--- src/rtl/msp430_pkg.sv ---
// Shared types and opcode field constants for the MSP430 fetch path.
package msp430_pkg;

    typedef enum logic [1:0] {
        FETCH_OP  = 2'd0,
        FETCH_SRC = 2'd1,
        FETCH_DST = 2'd2,
        PRESENT   = 2'd3
    } fetch_state_t;

    // Addressing-mode encodings that pull an extension word.
    localparam logic [1:0] AS_INDEXED   = 2'b01;
    localparam logic [1:0] AS_INDIR_INC = 2'b11;

    // R0 (PC) as @PC+ is immediate mode; R3 is the constant generator and never extends.
    localparam logic [3:0] REG_PC  = 4'd0;
    localparam logic [3:0] REG_CG2 = 4'd3;

    localparam logic [5:0] FMT2_PREFIX = 6'b000100;
    localparam logic [2:0] JMP_PREFIX  = 3'b001;

    // Byte distance between consecutive instruction words.
    localparam logic [15:0] WORD_STEP = 16'd2;

endpackage

--- src/rtl/ext_len_decode.sv ---
// Minimal opcode decode: only what is needed to know how many extension
// words follow the opcode, plus flagging the unused 000x opcode space.
module ext_len_decode
    import msp430_pkg::*;
(
    input  logic [15:0] OPCODE,
    output logic        HAS_SRC,
    output logic        HAS_DST,
    output logic        ILLEGAL
);

    logic       fmt1;
    logic       fmt2;
    logic       jmp;
    logic [1:0] as_mode;
    logic [3:0] src_reg;
    logic       unused_opcode;

    // Bit 6 (B/W) has no bearing on instruction length.
    assign unused_opcode = OPCODE[6];

    // Classify the format, then derive extension needs from As/src/Ad.
    always_comb begin
        fmt1    = (OPCODE[15:14] != 2'b00);
        fmt2    = (OPCODE[15:10] == FMT2_PREFIX);
        jmp     = (OPCODE[15:13] == JMP_PREFIX);
        as_mode = OPCODE[5:4];
        src_reg = fmt1 ? OPCODE[11:8] : OPCODE[3:0];

        HAS_SRC = 1'b0;
        HAS_DST = 1'b0;
        ILLEGAL = !(fmt1 || fmt2 || jmp);

        if (fmt1 || fmt2) begin
            HAS_SRC = ((as_mode == AS_INDEXED)   && (src_reg != REG_CG2)) ||
                      ((as_mode == AS_INDIR_INC) && (src_reg == REG_PC));
        end
        if (fmt1) begin
            HAS_DST = OPCODE[7];
        end
    end

endmodule

--- src/rtl/fetch_sequencer.sv ---
// Instruction-fetch controller: owns the PC, reads the opcode word and its
// 0-2 extension words, then holds the assembled instruction for the decoder.
//
//  state     | meaning
//  ----------+-----------------------------------------------------------
//  FETCH_OP  | reading opcode word at PC, latch IR and length flags
//  FETCH_SRC | reading source extension word into EXT_SRC
//  FETCH_DST | reading destination extension word into EXT_DST
//  PRESENT   | no memory request; INSTR_VALID high until INSTR_ACK
//
// A jump from execute overrides everything, including a read completing in
// the same cycle, so a half-fetched instruction is simply abandoned.
module fetch_sequencer
    import msp430_pkg::*;
#(
    parameter logic [15:0] RESET_PC = 16'h0000,
    parameter int          AW       = 16
) (
    input  logic          CLK,
    input  logic          RST_N,
    output logic          MEM_RD,
    output logic [AW-1:0] MEM_ADDR,
    input  logic [AW-1:0] MEM_RDATA,
    input  logic          MEM_RDY,
    input  logic          JMPE,
    input  logic [AW-1:0] JMP_ADDR,
    output logic [AW-1:0] IR,
    output logic [AW-1:0] EXT_SRC,
    output logic [AW-1:0] EXT_DST,
    output logic          HAS_SRC,
    output logic          HAS_DST,
    output logic          ILLEGAL,
    output logic          INSTR_VALID,
    input  logic          INSTR_ACK,
    output logic [AW-1:0] PC
);

    fetch_state_t state_q, state_d;
    logic [15:0]  pc_q;
    logic [15:0]  ir_q;
    logic [15:0]  ext_src_q;
    logic [15:0]  ext_dst_q;
    logic         has_src_q;
    logic         has_dst_q;
    logic         illegal_q;
    logic         mem_rd_q;
    logic         mem_rd_d;
    logic         capture;
    logic         dec_has_src;
    logic         dec_has_dst;
    logic         dec_illegal;

    ext_len_decode u_ext_len_decode (
        .OPCODE  (MEM_RDATA),
        .HAS_SRC (dec_has_src),
        .HAS_DST (dec_has_dst),
        .ILLEGAL (dec_illegal)
    );

    // A read completes only while we are actually requesting; a jump discards it.
    assign capture = mem_rd_q && MEM_RDY && !JMPE;

    // Next-state selection; the request line follows the next state.
    always_comb begin
        state_d = state_q;
        unique case (state_q)
            FETCH_OP: begin
                if (capture) begin
                    if (dec_has_src)      state_d = FETCH_SRC;
                    else if (dec_has_dst) state_d = FETCH_DST;
                    else                  state_d = PRESENT;
                end
            end
            FETCH_SRC: begin
                if (capture) state_d = has_dst_q ? FETCH_DST : PRESENT;
            end
            FETCH_DST: begin
                if (capture) state_d = PRESENT;
            end
            PRESENT: begin
                if (INSTR_ACK) state_d = FETCH_OP;
            end
            default: state_d = FETCH_OP;
        endcase
        if (JMPE) state_d = FETCH_OP;
        mem_rd_d = (state_d != PRESENT);
    end

    // State, registered read request, PC and instruction capture registers.
    always_ff @(posedge CLK or negedge RST_N) begin
        if (!RST_N) begin
            state_q   <= FETCH_OP;
            mem_rd_q  <= 1'b0;
            pc_q      <= RESET_PC & 16'hFFFE;
            ir_q      <= 16'h0000;
            ext_src_q <= 16'h0000;
            ext_dst_q <= 16'h0000;
            has_src_q <= 1'b0;
            has_dst_q <= 1'b0;
            illegal_q <= 1'b0;
        end else begin
            state_q  <= state_d;
            mem_rd_q <= mem_rd_d;
            if (JMPE) begin
                pc_q      <= JMP_ADDR & 16'hFFFE;
                has_src_q <= 1'b0;
                has_dst_q <= 1'b0;
                illegal_q <= 1'b0;
            end else if (capture) begin
                pc_q <= pc_q + WORD_STEP;
                unique case (state_q)
                    FETCH_OP: begin
                        ir_q      <= MEM_RDATA;
                        has_src_q <= dec_has_src;
                        has_dst_q <= dec_has_dst;
                        illegal_q <= dec_illegal;
                    end
                    FETCH_SRC: ext_src_q <= MEM_RDATA;
                    FETCH_DST: ext_dst_q <= MEM_RDATA;
                    default: ;
                endcase
            end
        end
    end

    assign MEM_RD      = mem_rd_q;
    assign MEM_ADDR    = pc_q;
    assign PC          = pc_q;
    assign IR          = ir_q;
    assign EXT_SRC     = ext_src_q;
    assign EXT_DST     = ext_dst_q;
    assign HAS_SRC     = has_src_q;
    assign HAS_DST     = has_dst_q;
    assign ILLEGAL     = illegal_q;
    assign INSTR_VALID = (state_q == PRESENT);

endmodule

--- config.mk ---
export PLATFORM = sky130hd
export DESIGN_NAME = fetch_sequencer
export DESIGN_NICKNAME = d
export VERILOG_FILES = /design/src/rtl/msp430_pkg.sv /design/src/rtl/ext_len_decode.sv /design/src/rtl/fetch_sequencer.sv
export SDC_FILE = /design/constraint.sdc
export NUM_CORES = 1
export LEC_CHECK = 0
export ABC_AREA = 1
export BUFFER_PORTS_ARGS = -buffer_cell sky130_fd_sc_hd__buf_4
export CAP_MARGIN = 25
export CORE_ASPECT_RATIO = 0.7
export CORE_MARGIN = 2
export CORE_UTILIZATION = 56
export CTS_BUF_LIST = sky130_fd_sc_hd__clkbuf_8
export DETAILED_ROUTE_END_ITERATION = 8
export PLACE_DENSITY = 0.86
export SLEW_MARGIN = 20
export SYNTH_ARGS = -nofsm -noshare
export SYNTH_HDL_FRONTEND = slang
export SYNTH_SLANG_ARGS = --single-unit
--- constraint.sdc ---
create_clock -name CLK -period 3.48 [get_ports CLK]
set_input_delay 0.348 -clock CLK [delete_from_list [all_inputs] [get_ports CLK]]
set_output_delay 0.348 -clock CLK [all_outputs]
set_load 0.01 [all_outputs]
==> out/metrics.cfg <==
[run_status]
status=complete, no violations

[setup_path]
critPathSlowestCell=inv_2
crit_fanout=32
path_class=reg2reg
worstPathArrival_ns=1.96
required_ns=3.74
crit_chain=nand2_4 > clkinv_4 > nand2_8 > nor3_4 > inv_2 > nand2_1 > o21ai_2
start_kind=register
cpPeakStageDelay_ns=0.54
endpoint_kind=register

[cells_and_area]
antenna_cells=0
drive_gt1_share_pct=39.09
seq_area_sq_mm=0.001727
syn_to_final_growth_pct=25.93
layout.nets=521
nFillCells=454
multi_input_area_sq_mm=0.001371

[detailed_routing]
wl_um=8274
wl_per_cell_um=14.75
viasPerCell=5.132
dr.pass1.iters=5
vias=2879
dr.first_iter.drc_count=126
drc=0
antenna_left=0

[clock_network]
cts_buffer_depth=2
clk_pin_slew_ns=0.07
postCtsHoldBufs=0
ctsResizeCount=0
cts_root_buf=clkbuf_8
cts.sinks=69
cts_tree=yes
worstSkewPairLatency_ns=0.33
cts_setup_buffers=0
cts_made_buffers=9
h-tree-depth=3

[logic_synthesis]
synth_top_area_cell=dfrtp_1
postSynthAreaPerCell_sq_um=9.143
synth_cell_types=38
yosysTopAreaCellShare_pct=49.57
synth_top_cells_by_area=dfrtp_1 50%, nand2_1 12%, o21ai_2 7.8%
syn_inst=381
synthArstFlopShare_pct=100.0
ys_seq_area_share_pct=49.57
synth-main-ff-cell=dfrtp_1
synth_warnings=0
ys_seq_elements=69
synth_area_sq_mm=0.003483
synth_edf_count=0

[timing]
max_freq_mhz=585.9
worst_pin_slew_ns=0.8448
hold_viol_final=0
period_share_pct=49.05
rsz0062_at_grt=false
finalMaxSlewViolations=0
timing.slew.headroom_pct=43.68
finalCriticalPeriod_ns=1.707
tns_ns=0
holdWs_ns=0.1194
setup_viol=0
fin_skew_ns=0.004804

[global_routing]
grt_max_degree=70
grt_util_all_layers_pct=24.73
gr-total-overflow=0
grt_pass1_vias=2796
antenna_found_initial=0
grt_pass1_wl_um=13500

[floorplanning]
row_count=23
fp.dieW_um=98.27
coreArea_sq_mm=0.005871
ioPinCount=122
initial_core_util_pct=59.34
die-area_sq_mm=0.006877
die-height_um=69.99

[hold_path]
hp-class=in2async

[placed_design]
io_buffer_count=118
place_hpwl_um=6157
gp_congestion=0.8540

[pwr]
power_per_cell_area_mw_per_mm2=696.7
p_seq_share_pct=42.5
p_sw_share_pct=36.47
vdd_drop_max_uv=463.3
pwr-share-comb_pct=40.1
p_int_mw=1.942
p_switching_mw=1.115
p_leak_nw=2.256
clock_power_share_pct=17.4

[flow_run]
cap_violations=0

## area by class of cell
type                    count  share of cell area (%)
clock inverters             5                  0.6845
inverters                  38                   3.537
flip-flops and latches     69                   39.36
well taps                  75                   2.139
multi-input cells         247                   31.26
clock buffers               9                   2.824
repair buffers            118                   20.19
## synth_stat cells, types with 4 or more instances
library cell,n
xor2_1,5
xnor2_1,5
dfrtp_1,69
inv_1,31
nor3_1,4
nand3_1,18
o21ai_2,31
nand3_2,4
nor2_4,4
buf_4,17
inv_2,4
o21ai_0,5
nand2_1,112
buf_6,7
nor2_1,13
o21ai_1,17
a21oi_1,6
## state kept, by name, summed over array words and instances (netlist names)
signal	cells
EXT_DST	16
IR	16
EXT_SRC	16
MEM_RD	1
ILLEGAL	1
HAS_SRC	1
HAS_DST	1
state_q	2
MEM_ADDR	15
## metal layers
layer	vias to the layer above	wire length (um)	global-route usage [%]
li1	1403	-	-
met1	1362	3651	32.92
met2	103	3987	40.79
met3	11	549	5.806
met4	0	86	7.154
met5	-	0	0
## final timing paths
path | depth (start not counted) | start | end | slack, ns
setup / recovery | 7 | MEM_RD | EXT_SRC[4] | 1.77
hold / removal | 1 | RST_N | IR[6] | 0.12
setup reg to reg | 7 | MEM_RD | EXT_SRC[4] | 1.77
hold reg to reg | 2 | EXT_SRC[1] | EXT_SRC[1] | 0.48
max in group asynchronous | 1 | RST_N | MEM_ADDR[13] | 2.82
min in group CLK | 3 | JMP_ADDR[10] | MEM_ADDR[10] | 0.23
## power groups by stage
stage	sequential, mW	clock, mW	combinational (mW)
after floorplan	1.41	0	0.520
after global placement	1.29	0	1.19
after detailed placement	1.30	0	1.24
after CTS	1.29	0.547	1.24
after global routing	1.33	0.581	1.33
final	1.30	0.532	1.23
## placed cells by master (no fill, tap or decap), types with 2 or more instances in the layout
cell type,instances
nand2_2,3
clkinv_2,3
nor2_1,13
inv_2,4
nor2_2,3
clkbuf_8,9
o21ai_0,5
o211ai_1,3
nand2_1,112
o21ai_1,17
a21oi_1,6
dfrtp_1,69
nor3_1,4
o21ai_2,31
conb_1,2
nor2_4,4
buf_4,118
inv_1,31
nand3_1,18
clkinvlp_4,2
nand3_2,4
xor2_1,5
xnor2_1,5
a31oi_1,2
## metrics by stage
stage	util [%]	total power, mW	setup slack [ns]	instances	cell area [sq um]
after floorplan	-	1.935	2.090	382	3487
after CTS	74.72	3.081	1.778	561	4387
final	74.72	3.056	1.773	561	4387
after global placement	72.10	2.483	1.794	547	4233
after global routing	74.72	3.246	1.670	561	4387
after detailed placement	72.10	2.542	1.729	547	4233
## logic make-up after synthesis
logic type      share of synthesized area (%)
simple gates                            23.46
flops                                   49.57
buf+inv                                 11.17
compound gates                          12.82
xor+xnor                                2.514
fa+ha+maj                              0.3591
other cells                            0.1077
## critical path, delay by kind of cell (launching register included)
kind            cells  cell delay [ns]
simple gates        4             0.47
compound gates      1             0.09
flops               1             0.42
buf+inv             2             0.64
Note: power is estimated with default switching activity, not from simulation.
